**src/rtl/dmem_pkg.sv**
```systemverilog
// Shared types and helpers for the data-memory responder: access sizes, FSM states, lane masks.
package dmem_pkg;

    localparam int WORDS = 128;

    typedef enum logic [1:0] {
        SZ_BYTE = 2'b00,
        SZ_HALF = 2'b01,
        SZ_WORD = 2'b10,
        SZ_ILL  = 2'b11
    } mem_size_t;

    typedef enum logic [1:0] {
        IDLE,
        WAIT,
        RESP
    } state_t;

    function automatic logic [3:0] lane_mask(input mem_size_t size, input logic [1:0] off);
        case (size)
            SZ_BYTE: lane_mask = 4'b0001 << off;
            SZ_HALF: lane_mask = 4'b0011 << off;
            SZ_WORD: lane_mask = 4'b1111;
            default: lane_mask = 4'b0000;
        endcase
    endfunction

    // Illegal size counts as misaligned so a single flag drives rsp_err.
    function automatic logic misaligned(input mem_size_t size, input logic [1:0] off);
        case (size)
            SZ_BYTE: misaligned = 1'b0;
            SZ_HALF: misaligned = off[0];
            SZ_WORD: misaligned = |off;
            default: misaligned = 1'b1;
        endcase
    endfunction

endpackage

```
**src/rtl/dmem_load_ext.sv**
```systemverilog
// Combinational load lane select plus sign/zero extension of the selected byte/half/word.
module dmem_load_ext
    import dmem_pkg::*;
#(
    parameter int DATA_W = 32
) (
    input  logic [DATA_W-1:0] word_i,
    input  logic [1:0]        off_i,
    input  mem_size_t         size_i,
    input  logic              signed_i,
    output logic [DATA_W-1:0] data_o
);

    logic [7:0]  byte_sel;
    logic [15:0] half_sel;

    assign byte_sel = word_i[8*off_i +: 8];
    assign half_sel = word_i[16*off_i[1] +: 16];

    always_comb begin
        data_o = word_i;
        case (size_i)
            SZ_BYTE: data_o = {{(DATA_W-8){signed_i & byte_sel[7]}}, byte_sel};
            SZ_HALF: data_o = {{(DATA_W-16){signed_i & half_sel[15]}}, half_sel};
            default: data_o = word_i;
        endcase
    end

endmodule

```
**src/rtl/dmem_responder.sv**
```systemverilog
// Data-memory responder: stores commit on accept and answer next cycle; loads answer after a
// programmable wait. req_ready only in IDLE; mem_stall holds the pipeline until rsp_valid.
module dmem_responder
    import dmem_pkg::*;
#(
    parameter int DATA_W     = 32,
    parameter int DM_ADDRESS = 9,
    parameter int WAIT_CYC   = 2
) (
    input  logic                  clk,
    input  logic                  reset,
    input  logic                  req_valid,
    output logic                  req_ready,
    input  logic                  req_we,
    input  logic [DM_ADDRESS-1:0] req_addr,
    input  logic [DATA_W-1:0]     req_wdata,
    input  logic [1:0]            req_size,
    input  logic                  req_signed,
    output logic                  rsp_valid,
    output logic [DATA_W-1:0]     rsp_rdata,
    output logic                  rsp_err,
    output logic                  mem_stall
);

    localparam int NWORDS = 2**(DM_ADDRESS-2);

    state_t                state_q, state_d;
    logic [3:0]            cnt_q, cnt_d;
    logic [DM_ADDRESS-1:0] addr_q, addr_d;
    mem_size_t             size_q, size_d;
    logic                  sgn_q, sgn_d;
    logic [DATA_W-1:0]     rdata_q, rdata_d;
    logic                  err_q, err_d;

    logic [DATA_W-1:0]     mem_q [NWORDS];

    mem_size_t             req_sz;
    logic                  accept;
    logic                  req_bad;
    logic [3:0]            wr_mask;
    logic [DATA_W-1:0]     wr_data;
    logic [DATA_W-1:0]     ld_ext;

    assign req_sz  = mem_size_t'(req_size);
    assign accept  = req_valid && req_ready;
    assign req_bad = misaligned(req_sz, req_addr[1:0]);
    assign wr_mask = lane_mask(req_sz, req_addr[1:0]);

    always_comb begin
        wr_data = req_wdata;
        case (req_sz)
            SZ_BYTE: wr_data = {4{req_wdata[7:0]}};
            SZ_HALF: wr_data = {2{req_wdata[15:0]}};
            default: wr_data = req_wdata;
        endcase
    end

    dmem_load_ext #(.DATA_W(DATA_W)) u_load_ext (
        .word_i   (mem_q[addr_q[DM_ADDRESS-1:2]]),
        .off_i    (addr_q[1:0]),
        .size_i   (size_q),
        .signed_i (sgn_q),
        .data_o   (ld_ext)
    );

    always_comb begin
        state_d = state_q;
        cnt_d   = cnt_q;
        addr_d  = addr_q;
        size_d  = size_q;
        sgn_d   = sgn_q;
        rdata_d = rdata_q;
        err_d   = err_q;
        case (state_q)
            IDLE: begin
                if (accept) begin
                    addr_d  = req_addr;
                    size_d  = req_sz;
                    sgn_d   = req_signed;
                    rdata_d = '0;
                    err_d   = req_bad;
                    cnt_d   = 4'(WAIT_CYC);
                    state_d = (req_we || req_bad) ? RESP : WAIT;
                end
            end
            WAIT: begin
                if (cnt_q == 4'd0) begin
                    rdata_d = ld_ext;
                    state_d = RESP;
                end else begin
                    cnt_d = cnt_q - 4'd1;
                end
            end
            RESP:    state_d = IDLE;
            default: state_d = IDLE;
        endcase
    end

    always_ff @(posedge clk or negedge reset) begin
        if (!reset) begin
            state_q <= IDLE;
            cnt_q   <= '0;
            addr_q  <= '0;
            size_q  <= SZ_BYTE;
            sgn_q   <= 1'b0;
            rdata_q <= '0;
            err_q   <= 1'b0;
        end else begin
            state_q <= state_d;
            cnt_q   <= cnt_d;
            addr_q  <= addr_d;
            size_q  <= size_d;
            sgn_q   <= sgn_d;
            rdata_q <= rdata_d;
            err_q   <= err_d;
        end
    end

    // Storage is deliberately unreset so it maps onto a RAM and survives reset.
    always_ff @(posedge clk) begin
        if (accept && req_we && !req_bad) begin
            for (int i = 0; i < 4; i++) begin
                if (wr_mask[i]) begin
                    mem_q[req_addr[DM_ADDRESS-1:2]][8*i +: 8] <= wr_data[8*i +: 8];
                end
            end
        end
    end

    assign req_ready = (state_q == IDLE);
    assign rsp_valid = (state_q == RESP);
    assign rsp_rdata = rdata_q;
    assign rsp_err   = err_q;
    assign mem_stall = req_valid && !rsp_valid;

endmodule

```
**config.mk**
```make
export PLATFORM = sky130hd
export DESIGN_NAME = dmem_responder
export DESIGN_NICKNAME = d
export VERILOG_FILES = /design/src/rtl/dmem_pkg.sv /design/src/rtl/dmem_load_ext.sv /design/src/rtl/dmem_responder.sv
export SDC_FILE = /design/constraint.sdc
export NUM_CORES = 2
export LEC_CHECK = 0
export CELL_PAD_IN_SITES_DETAIL_PLACEMENT = 0
export CELL_PAD_IN_SITES_GLOBAL_PLACEMENT = 1
export CORE_MARGIN = 1.5
export CORE_UTILIZATION = 45
export DETAILED_ROUTE_END_ITERATION = 7
export PLACE_DENSITY = 0.66
export SLEW_MARGIN = 25
export SYNTH_ARGS = -nofsm -noshare
export SYNTH_HDL_FRONTEND = slang
export SYNTH_SLANG_ARGS = --single-unit
export TNS_END_PERCENT = 30
```
**constraint.sdc**
```tcl
create_clock -name clk -period 4 [get_ports clk]
set_clock_uncertainty 0.15 [all_clocks]
set_input_delay 1 -clock clk [delete_from_list [all_inputs] [get_ports clk]]
set_output_delay 1 -clock clk [all_outputs]
set_load 0.05 [all_outputs]
```
==> summary.txt <==
Yosys
  • Synth Instances: 7242
  • Async set or reset register ratio after synthesis: 1.230%
  • Number of register bits inferred by synthesis: 4147
  • Synth Cell Area: 0.1620 sq mm
  • Synthesized area divided by synthesized cell count: 22.37 sq um
  • Mapped Nets: 7291
  • Number of synthesized flops with an enable pin: 4096
  • Yosys cell types: 70
  • Warning count from the yosys run: 0
  • Sequential share of the synthesized area: 76.72%
  • Most used DFF post-synth: sky130_fd_sc_hd__edfxtp_1

Critical path
  • Element type at the critical path start: register
  • Logic depth of the worst path, buffers included: 14
  • Worst setup startpoint: addr_q[2]$_DFFE_PN0P_
  • Crit path arrival time: 4.78 ns
  • Worst path most repeated cell: sky130_fd_sc_hd__buf_4
  • Worst Path Buf+Inv: 5
  • Data required, critical path: 4.71 ns
  • Chain of cells forming the critical path: buf_12 > buf_4 > and2_1 > buf_4 > a21oi_1 > a31oi_2 > o211ai_1 > a32oi_2 > buf_4 > a21oi_2 > nor4_4 > a21oi_4 > buf_12 > a221o_1
  • Worst Reg2Reg Path Length in Cells: 14
  • Highest net fanout along the worst path: 16
  • R2r startpoint: addr_q[2]$_DFFE_PN0P_
  • Category of the most critical setup path: register to register
  • Kind of cell adding the most delay to the critical path: compound AO/OA/AOI/OAI gates
  • Critical path endpoint category: register
  • Peak per-stage delay on the critical path: 0.52 ns
  • Slowest cell on the critical path: sky130_fd_sc_hd__dfrtp_4
  • R2r setup slk: -0.07 ns

Timing
  • Smallest hold slack: 0.2956 ns
  • Setup TNS after final layout: -0.7737 ns
  • Hold violation total from the final report: 0
  • Slew @ Worst Pin: 1.096 ns
  • Worst Slack Setup Final: -0.06826 ns
  • Worst max-slew margin expressed relative to the limit: 26.75%
  • Final worst path period need: 4.068 ns
  • Slew Viols, Final: 0
  • Highest Clock Rate: 245.8 MHz
  • Setup violations, final: 22
  • Unrepaired setup endpoints after global routing: yes
  • Fin crit share: 101.7%

CTS
  • Cell at the root of the clock tree: sky130_fd_sc_hd__clkbuf_16
  • Clock Sinks: 4147
  • Clock-pin slew on the worst setup and hold paths: 0.06 ns
  • Clock latency on the worst-skew pair: 0.99 ns
  • CTS tree: built
  • H-Tree Level Count: 5
  • CTS max path bufs: 4
  • TritonCTS buffer count: 421

Worst hold path
  • Cell count of the worst hold path: 1
  • Startpoint of the lowest-slack hold path: req_wdata[4]
  • Type of the worst min-delay path: primary input to register

Global route
  • GRT overflow: 0
  • Via count of the first global-routing pass: 83118
  • Pin count of the biggest net entering global routing: 129
  • Antenna violations before repair: 26
  • GRT Resource Usage Total: 27.07%
  • Wire length of the first global-routing pass: 677.5 mm

Final layout
  • Fraction of layout cells with a size suffix above 1: 35.66%
  • Top library cells by usage in the layout, fill and taps aside: sky130_fd_sc_hd__edfxtp_1, sky130_fd_sc_hd__mux4_2, sky130_fd_sc_hd__buf_4
  • Area overhead of the layout relative to synthesis: 19.97%
  • Multi-input logic area: 0.03612 sq mm
  • Final layout net count: 8631
  • Count of filler cells inserted in the layout: 27268
  • Register area: 0.1243 sq mm
  • Post-route standard cell area excluding fillers: 0.1943 sq mm
  • Leading cell type in the layout, fill and taps excluded: sky130_fd_sc_hd__edfxtp_1

Placed design
  • Hpwl dp: 341.1 mm
  • I/O Buffers: 83
  • Placement Cell Area: 0.1789 sq mm
  • Pre-CTS setup slack: -0.4023 ns
  • Final weighted congestion of routability-driven global placement: 0.9601

Routing
  • Via count of the routed design: 82951
  • Count of antenna-violating nets left after detailed routing: 0
  • Average wire per standard cell: 36.02 microns
  • Wire length reported by the detailed router: 494.4 mm
  • Number of design-rule violations left by the first detailed-router iteration: 11339
  • Total iterations of the first detailed-routing run: 8
  • Vias per cell: 6.044
  • Post-route DRC violation count: 0

Power and ir drop
  • Peak VDD IR: 0.0005104 V
  • Total Power Consumption: 128800 uW
  • Power Dens Cells: 662.6 mW/mm^2
  • Static Leak: 0.06246 uW

Status
  • Result of the run: complete, but fails checks
  • Violations in the final reports: setup timing

Die
  • Initial Utilization: 45.16%
  • Io pins: 84
  • Die height: 603.0 microns
  • Row count: 220
  • Die area: 0.3636 sq mm
  • Core box area: 0.3587 sq mm
  • Die W: 603.0 microns

Flow run
  • Count of max-cap constraint violations: 0
[worst register-to-register path, stage by stage, from the launching register on]
cell	delay [ns]
sky130_fd_sc_hd__dfrtp_4	0.52
sky130_fd_sc_hd__buf_12	0.21
sky130_fd_sc_hd__buf_4	0.17
sky130_fd_sc_hd__and2_1	0.29
sky130_fd_sc_hd__buf_4	0.38
sky130_fd_sc_hd__a21oi_1	0.15
sky130_fd_sc_hd__a31oi_2	0.35
sky130_fd_sc_hd__o211ai_1	0.29
sky130_fd_sc_hd__a32oi_2	0.28
sky130_fd_sc_hd__buf_4	0.15
sky130_fd_sc_hd__a21oi_2	0.11
sky130_fd_sc_hd__nor4_4	0.36
sky130_fd_sc_hd__a21oi_4	0.11
sky130_fd_sc_hd__buf_12	0.16
sky130_fd_sc_hd__a221o_1	0.28
[sequential cells by signal, indices dropped and copies added (netlist names)]
name       flops
addr_q         9
cnt_q          4
mem_q       4096
rsp_err        1
rsp_rdata     32
sgn_q          1
size_q         2
state_q        2
[metal layers]
metal  up-vias  wire length (microns)  track usage, %
met4        12                  25610           12.18
li1      33221                      -               -
met2      3892                 234200           42.68
met3       767                  44080           6.092
met5         -                     89               0
met1     45059                 190400           36.26
[cells in the mapped netlist, drive strengths merged (5+ instances only)]
master  instances  area share [%]
a211o           8           0.043
a21o            7           0.032
a21oi          49            0.16
a221o           9           0.056
a221oi         21            0.14
a22o           22            0.12
a22oi          66            0.31
a31oi          14           0.054
and2            5           0.019
and3           13           0.050
buf           230             1.0
clkbuf        187            0.43
dfrtp          51            0.79
edfxtp       4096              76
inv            13           0.030
mux2           24            0.17
mux2i         162             1.0
mux4         1204              17
nand2         262            0.61
nand2b          6           0.023
nand3          32           0.099
nor2          579             1.3
nor2b           7           0.027
nor3           29           0.093
nor3b           5           0.023
nor4           16           0.094
o21a            7           0.032
o21ai          47            0.15
o22ai          21           0.081
o41ai           7           0.049
[cell type report]
class,count,share of cell area (%)
inverters,13,0.02897
clock inverters,278,1.415
diodes,16,0.02060
well taps,4773,3.073
clock buffers,499,5.583
repair buffers,1334,7.335
flip-flops and latches,4147,63.96
multi-input cells,2665,18.59
[kinds of logic after synthesis]
group | share of synthesized area [%]
fa+ha+maj | 0.007723
xor+xnor | 0.01622
simple gates | 2.461
compound gates | 1.349
mux | 17.96
buf+inv | 1.487
flops | 76.72
[through the flow]
stage               std cells  utilization [%]
finish                  13725            54.18
global route            13717            54.18
CTS                     13668            53.98
detailed placement      12845            49.88
global placement        12845            49.88
floorplan                7242                -
[power breakdown]
group | leakage (uW) | switching, uW | internal, uW
clock | 0.00662 | 17000 | 21900
sequential | 0.0375 | 456 | 48200
combinational | 0.0183 | 21800 | 19500
[worst paths after layout]
check / to
worst max-delay path: rsp_rdata[24]$_DFFE_PN0P_
worst max register to register: rsp_rdata[24]$_DFFE_PN0P_
worst min-delay path: mem_q[80][4]$_DFFE_PP_
max in group asynchronous: rsp_rdata[12]$_DFFE_PN0P_
worst min register to register: rsp_rdata[9]$_DFFE_PN0P_
min in group asynchronous: rsp_rdata[21]$_DFFE_PN0P_
[what timing repair did]
item | CTS | global route
pin swaps | 22 | 20
endpoints found under the hold margin | 23 | 0
buffers inserted | 42 | 37
gates cloned | 5 | 4
resized for setup | 94 | 57
endpoints found under the setup margin | 33 | 32
hold buffers | 1 | 0
(Power assumes the default switching activity.)
